<file path="config.mk">
export PLATFORM = sky130hd
export DESIGN_NAME = tx_fifo_funcmod
export DESIGN_NICKNAME = d
export VERILOG_FILES = /design/src/rtl/tx_fifo_funcmod.sv
export SDC_FILE = /design/constraint.sdc
export NUM_CORES = 1
export LEC_CHECK = 0
export ABC_AREA = 1
export CORE_ASPECT_RATIO = 1.75
export CORE_MARGIN = 2
export CORE_UTILIZATION = 60
export DETAILED_ROUTE_END_ITERATION = 7
export PLACE_DENSITY = 0.89
export SKIP_CTS_REPAIR_TIMING = 1
export SYNTH_ARGS = -nofsm -noshare
export SYNTH_HDL_FRONTEND = slang
export SYNTH_SLANG_ARGS = --single-unit
</file>
<file path="constraint.sdc">
create_clock -name CLOCK -period 7.33 [get_ports CLOCK]
set_input_delay 1.0995 -clock CLOCK [delete_from_list [all_inputs] [get_ports CLOCK]]
set_output_delay 1.0995 -clock CLOCK [all_outputs]
set_load 0.005 [all_outputs]
</file>
<file path="src/rtl/tx_fifo_funcmod.sv">
// tx_fifo_funcmod: buffered UART transmitter.
// Bytes arrive over an iCall/oDone handshake, are queued in a small FIFO and
// are sent as 11-bit frames: start bit, 8 data bits LSB-first, 2 stop bits.

module tx_fifo_funcmod #(
  parameter int BAUD_DIV   = 434,
  parameter int DEPTH_LOG2 = 4
) (
  input  logic                  CLOCK,
  input  logic                  RESET,
  input  logic                  iCall,
  input  logic [7:0]            iData,
  output logic                  oDone,
  output logic                  oFull,
  output logic                  oEmpty,
  output logic [DEPTH_LOG2:0]   oCount,
  output logic                  oBusy,
  output logic                  TXD
);

  localparam int                    DEPTH       = 1 << DEPTH_LOG2;
  localparam int                    BAUD_W      = $clog2(BAUD_DIV);
  localparam logic [BAUD_W-1:0]     BAUD_LAST   = BAUD_W'(BAUD_DIV - 1);
  localparam logic [DEPTH_LOG2:0]   DEPTH_COUNT = (DEPTH_LOG2 + 1)'(DEPTH);
  localparam logic [3:0]            LAST_BIT    = 4'd10;

  typedef enum logic {
    IDLE,
    SEND
  } txState_t;

  logic [7:0]            fifoMem [DEPTH];
  logic [DEPTH_LOG2-1:0] wrPtr;
  logic [DEPTH_LOG2-1:0] rdPtr;
  logic [DEPTH_LOG2:0]   count;
  logic [DEPTH_LOG2:0]   countNext;
  logic                  doneReg;
  logic                  fullReg;
  logic                  emptyReg;
  logic                  wrEn;
  logic                  pop;
  logic [7:0]            headByte;

  txState_t              state;
  txState_t              stateNext;
  logic [10:0]           frame;
  logic [10:0]           frameNext;
  logic [3:0]            bitIdx;
  logic [3:0]            bitIdxNext;
  logic [BAUD_W-1:0]     baudCnt;
  logic [BAUD_W-1:0]     baudCntNext;
  logic                  txdReg;
  logic                  txdNext;

  // A write is taken only when not in the oDone cycle and the FIFO has room,
  // so a full FIFO simply holds the caller off until a slot frees up.
  assign wrEn     = iCall && !doneReg && (count < DEPTH_COUNT);
  assign headByte = fifoMem[rdPtr];

  // Occupancy changes by +1 on a lone write, -1 on a lone pop, 0 on both.
  always_comb begin
    countNext = count;
    case ({wrEn, pop})
      2'b10:   countNext = count + 1'b1;
      2'b01:   countNext = count - 1'b1;
      default: countNext = count;
    endcase
  end

  // FIFO storage needs no reset; discarding contents is done by the pointers.
  always_ff @(posedge CLOCK) begin
    if (wrEn) begin
      fifoMem[wrPtr] <= iData;
    end
  end

  // Pointers, occupancy, derived flags and the one-cycle accept pulse.
  always_ff @(posedge CLOCK or negedge RESET) begin
    if (!RESET) begin
      wrPtr    <= '0;
      rdPtr    <= '0;
      count    <= '0;
      doneReg  <= 1'b0;
      fullReg  <= 1'b0;
      emptyReg <= 1'b1;
    end else begin
      if (wrEn) begin
        wrPtr <= wrPtr + 1'b1;
      end
      if (pop) begin
        rdPtr <= rdPtr + 1'b1;
      end
      count    <= countNext;
      doneReg  <= wrEn;
      fullReg  <= (countNext == DEPTH_COUNT);
      emptyReg <= (countNext == '0);
    end
  end

  // Transmit FSM: loads a frame from the FIFO head, steps through its 11 bits
  // at BAUD_DIV cycles each and chains the next frame with no idle cycle.
  always_comb begin
    stateNext   = state;
    frameNext   = frame;
    bitIdxNext  = bitIdx;
    baudCntNext = baudCnt;
    pop         = 1'b0;
    case (state)
      IDLE: begin
        if (count != '0) begin
          pop         = 1'b1;
          frameNext   = {2'b11, headByte, 1'b0};
          bitIdxNext  = 4'd0;
          baudCntNext = '0;
          stateNext   = SEND;
        end
      end
      SEND: begin
        if (baudCnt != BAUD_LAST) begin
          baudCntNext = baudCnt + 1'b1;
        end else if (bitIdx != LAST_BIT) begin
          baudCntNext = '0;
          bitIdxNext  = bitIdx + 4'd1;
        end else if (count != '0) begin
          pop         = 1'b1;
          frameNext   = {2'b11, headByte, 1'b0};
          bitIdxNext  = 4'd0;
          baudCntNext = '0;
        end else begin
          baudCntNext = '0;
          bitIdxNext  = 4'd0;
          stateNext   = IDLE;
        end
      end
      default: begin
        stateNext = IDLE;
      end
    endcase
    txdNext = (stateNext == SEND) ? frameNext[bitIdxNext] : 1'b1;
  end

  // Transmit state register; TXD is registered so the line never glitches.
  always_ff @(posedge CLOCK or negedge RESET) begin
    if (!RESET) begin
      state   <= IDLE;
      frame   <= '1;
      bitIdx  <= '0;
      baudCnt <= '0;
      txdReg  <= 1'b1;
    end else begin
      state   <= stateNext;
      frame   <= frameNext;
      bitIdx  <= bitIdxNext;
      baudCnt <= baudCntNext;
      txdReg  <= txdNext;
    end
  end

  assign oDone  = doneReg;
  assign oFull  = fullReg;
  assign oEmpty = emptyReg;
  assign oCount = count;
  assign oBusy  = (state == SEND);
  assign TXD    = txdReg;

endmodule

</file>
### Word level (Yosys, flattened, before mapping)

Memory sizes are Yosys's and may differ from the RTL's.
Cells that the tools add are included.

* input bits: 11
* register bits: 42
* memory bits (writable): 128
* word-level logic and storage cells: 56
* memories kept: 1
* output and inout bits: 10

* $lt $le $gt $ge: 2
* bitwise operators: 1
* reductions and logical operators: 5
* equality and inequality tests: 6
* mux-type cells: 24
* $add $sub $neg: 6

Memories
* fifoMem: depth 16, bits a word 8, rd ports 1, clocked after Yosys merged registers in 0, wr ports 1, line 32 `logic [7:0] fifoMem [DEPTH];`

Operators by type and width (count)
* 11-bit two-way mux: 3
* 11-bit one-hot mux with 2 select lines: 1
* 9-bit two-way mux: 2
* 9-bit one-hot mux with 2 select lines: 1
* 4-bit by 1-bit adder with 4-bit output, second input constant: 3
* 4-bit two-way mux: 3
* 5-bit one-hot mux with 2 select lines: 1
* 9-bit by 1-bit adder with 9-bit output, second input constant: 1
* 1-bit two-way mux: 9
* 9-bit != test, second input constant: 1
* 4-bit one-hot mux with 2 select lines: 1
* 5-bit by 1-bit adder with 5-bit output, second input constant: 1
* 5-bit equality test, second input constant: 1
* 5-bit logical NOT: 1
* 4-bit by 5-bit less-than comparator with 1-bit output, second input constant: 1
* 5-bit less-than comparator, second input constant: 1
* 5-bit nonzero test: 1
* 5-bit by 1-bit subtractor with 5-bit output, second input constant: 1
* 1-bit binary-select mux with 4-bit select: 1
* 4-bit != test, second input constant: 1
* 1-bit one-hot mux with 2 select lines: 2
* 2-bit by 1-bit equality test with 1-bit output, second input constant: 1
* 2-bit equality test, second input constant: 1
* 1-bit logical AND: 2
* 3 further kinds: 3

### Logic depth before layout (Yosys ltp)

* word-level depth: 8
* mapped depth: 20
* gate-level depth less buffers: 19

### Least setup slack after synthesis

OpenSTA, ideal clock, no wires.

* path kind: input-to-reg
* start point: input iCall
* end point: register fullReg, in the netlist oFull
* cell stages on the path: 11
* arrival: 2.682 ns
* buffers on the path: 0
* library setup time: 0.067 ns
* path slack: 4.581 ns
* required time: 7.263 ns
* path through: nand2_1 ha_1 fa_1 nand2_1 nand2_1 a21oi_1 inv_1 a21oi_1 o21ai_0 xnor2_1 and3_1

* longest elaborated chain between the ends: 5
* elaborated cells on any way between the ends: 6
* classes of those cells: 3 x eq/ne; 1 x mux; 2 x reduce/logical

Ends and longest elaborated chain
* from (decl): line 11 `input logic iCall,`
* 1-bit logical AND * (2 in series): line 57 `assign wrEn = iCall && !doneReg && (count < DEPTH_COUNT);`
* 2-bit by 1-bit equality test with 1-bit output or 2-bit equality test (tied branches): line 63 `case ({wrEn, pop})`
* 5-bit one-hot mux with 2 select lines *: line 63
* via countNext[4]: line 36 `logic [DEPTH_LOG2:0] countNext;`
* 5-bit equality test *: line 95 `fullReg <= (countNext == DEPTH_COUNT);`
* to (signal assigned): line 95
* to (decl): line 38 `logic fullReg;`

Mark *: on every way through the listed nets, which the timed path passes. The rest lies on a longest branch.
A chain may end at the register's enable or synchronous reset.

### Worst setup path after layout

* start point: register baudCnt[1]
* end point: register fullReg, in the netlist oFull

* longest elaborated chain between the ends: 6
* elaborated cells on any way between the ends: 7
* classes of those cells: 4 x eq/ne; 3 x mux

Ends and longest elaborated chain
* from (decl): line 50 `logic [BAUD_W-1:0] baudCnt;`
* from (signal assigned): line 154 `baudCnt <= baudCntNext;`
* 9-bit != test *: line 119 `if (baudCnt != BAUD_LAST) begin`
* 1-bit two-way mux *: line 119
* 1-bit one-hot mux with 2 select lines *: line 108 `case (state)`
* 2-bit by 1-bit equality test with 1-bit output or 2-bit equality test (tied branches): line 63
* 5-bit one-hot mux with 2 select lines *: line 63
* via countNext[4]: line 36
* 5-bit equality test *: line 95

Marks and branches as above.

==> impl_results.md <==
- Crit path DAT: 3510 ps
- Dpl ws: 3930 ps
- Placed cell count: 875
- Avg Cell Area, Syn: 10.5 µm²
- Synth warnings: 0
- Setup TNS: 0 ps
- Drt pass-1 iters: 5
- Largest cells by area after synthesis: edfxtp_1 (51%), dfrtp_1 (9.7%), nand2_1 (7.6%), nand3_1 (5.2%), nor2_1 (5.2%)
- Synth top cells by count: nand2_1 (151), edfxtp_1 (128), nor2_1 (103)
- Post-Syn Nets: 735
- Vias in the first global route: 5188
- Setup violators final: 0
- F_max: 319 MHz
- Worst-Skew Late Latency: 430 ps
- Clock Skew: 9.07 ps
- Max_slew headroom: 0.362
- Critical Path End Type: flop
- Worst min path class: reg -> reg
- Ant diodes: 0
- Crit path max fanout: 24
- Synth area leader: edfxtp_1
- Cells after synthesis: 712
- Inserted Clock Buffers: 17
- Vias per Instance: 5.75
- Die area: 13400 µm²
- CTS tree: yes
- Most common cell in the synthesized netlist: nand2_1
- Top-area cell type share of the netlist area: 0.513
- Initial antenna violation count: 0
- # IOs: 21
- Die H: 152 µm
- P per Cell Area: 293 nW/µm²
- GRT Resource Usage Total: 0.256
- Final min period: 3140 ps
- DR WL/cell: 17.9 µm
- Final worst slack: 4190 ps
- Htree depth: 4
- Status: finished, final reports clean
- Sinks on Clock Net: 170
- Share of post-route cells with drive strength above 1: 0.100
- Critical path class: reg -> reg
- Row count: 54
- Netlist cell types: 39
- Buffers on Ports: 20
- Mapped cell area: 7490 µm²
- Slew @ Worst Pin: 957 ps
- Post-route antenna net violation count: 0
- Total Wirelength: 16.2 mm
- Slew Limit Fails: 0
- Final hold vios: 0
- Remaining DRCs: 0
- GRT overflow: 0
- Final std cells w/o fill: 907
- Core area: 12400 µm²
- Largest net degree at the start of global routing: 69
- Pwr Total: 2.45 mW
- Max Cap Viol: 0
- DRT iter0 DRCs: 612
- Fillers: 848
- Critical path startpoint category: flop
- Area grow syn2layout: 11.4%
- Root buf cell: clkbuf_16
- Post-DP HPWL: 10.4 mm
- Top FF cell, synth: edfxtp_1
- Final core occ: 0.675
- Starting Density: 0.606
- Post-synthesis async set-or-reset flop share: 0.247
- Routability Congestion: 0.947
- Post-synth EDFFs: 128
- Maximum VDD drop: 0.194 mV
- First-pass GRT wire length: 25.6 mm
- Critical Path RT: 7700 ps
- Final worst-path cycle share: 0.428
- Register area share after synthesis: 0.655
- RSZ-0062 raised after global routing: false
- Pleak: 3.31 nW
- NumNets Final: 749
- Reg clk slew, reported paths: 70 ps
- Via count: 5213
- Die W: 88.5 µm
- Clock Path Buffers: 2
- FF+latch count, synth: 170
[sequential cells by signal (all words and copies together), names as in the netlist]
signal   cells
oCount       5
oFull        1
baudCnt      9
oDone        1
wrPtr        4
oBusy        1
oEmpty       1
TXD          1
frame       11
bitIdx       4
rdPtr        4
fifoMem    128
[stage by stage]
stage               hold slack [ps]  instance area, µm²
finish                          488                8350
global route                    486                8350
CTS                             484                8350
detailed placement              473                7780
global placement                458                7780
floorplan                       444                7490
[final timing paths]
path	cells past startpoint	endpoint	startpoint	slack (ps)
min in group asynchronous	1	baudCnt[5]	RESET	790
worst min register to register	2	frame[0]	frame[0]	490
worst max register to register	18	oFull	baudCnt[1]	4190
max in group asynchronous	1	rdPtr[0]	RESET	5900
worst min-delay path	2	frame[0]	frame[0]	490
worst max-delay path	18	oFull	baudCnt[1]	4190
[cell usage in the layout, fill, tap and decap left out, drive strengths merged]
cell type	count
a21oi	6
a31oi	1
and2	1
and3	1
buf	3
bufinv	1
clkbuf	17
clkdlybuf4s50	19
clkinv	10
clkinvlp	2
dfrtp	29
dfstp	13
edfxtp	128
fa	1
ha	11
inv	64
mux2i	1
nand2	159
nand3	83
nand3b	1
nand4	3
nor2	106
nor3	2
o211ai	4
o21ai	49
o22ai	4
o31ai	1
or2	6
xnor2	3
xor2	10
[per-layer routing]
layer	part of all wire	track usage	routed length [µm]
met1	0.34	0.283	5500
met4	0.040	0.139	654
met2	0.56	0.450	9090
met3	0.061	0.0462	990
met5	0	0	0
[where the power goes]
part           switching, mW  leakage, nW  internal, mW
combinational          0.252         1.38         0.140
clock                  0.375        0.274         0.473
sequential            0.0693         1.65          1.14
[cells by family (layout without fill, tap and decap cells)]
| logic type | Yosys count | count (layout) | share of synthesized area |
|---|---|---|---|
| xor gates and xnor gates | 13 | 13 | 0.0152 |
| and+or+nand+nor | 362 | 362 | 0.212 |
| AOI/OAI and AO/OA | 65 | 65 | 0.0459 |
| DFF | 170 | 170 | 0.655 |
| buffers and inverters | 89 | 116 | 0.0489 |
| muxes | 1 | 1 | 0.00134 |
| adders and majority gates | 12 | 12 | 0.0210 |
[critical path, stage by stage, from the launching register on]
cell,delay [ps]
dfrtp_1,400
inv_1,80
ha_1,160
nand2_1,80
nor2_4,140
nand2_4,100
nand2_8,100
nand2_4,90
nor2_8,300
ha_1,350
ha_1,310
nand2_1,80
nand2_1,70
a21oi_1,120
inv_1,60
a21oi_1,110
o21ai_0,110
xnor2_1,220
and3_1,180
[cell type report]
type                       instances  area [µm²]  area share
clock buffer                      17         425      0.0510
multi-input combinational        453        2220       0.266
inverter                          62         235      0.0282
sequential                       170        4910       0.588
timing repair buffer              22         210      0.0252
clock inverter                    15         138      0.0165
tap                              168         210      0.0252
No activity file was read; power rests on OpenSTA's default activity.
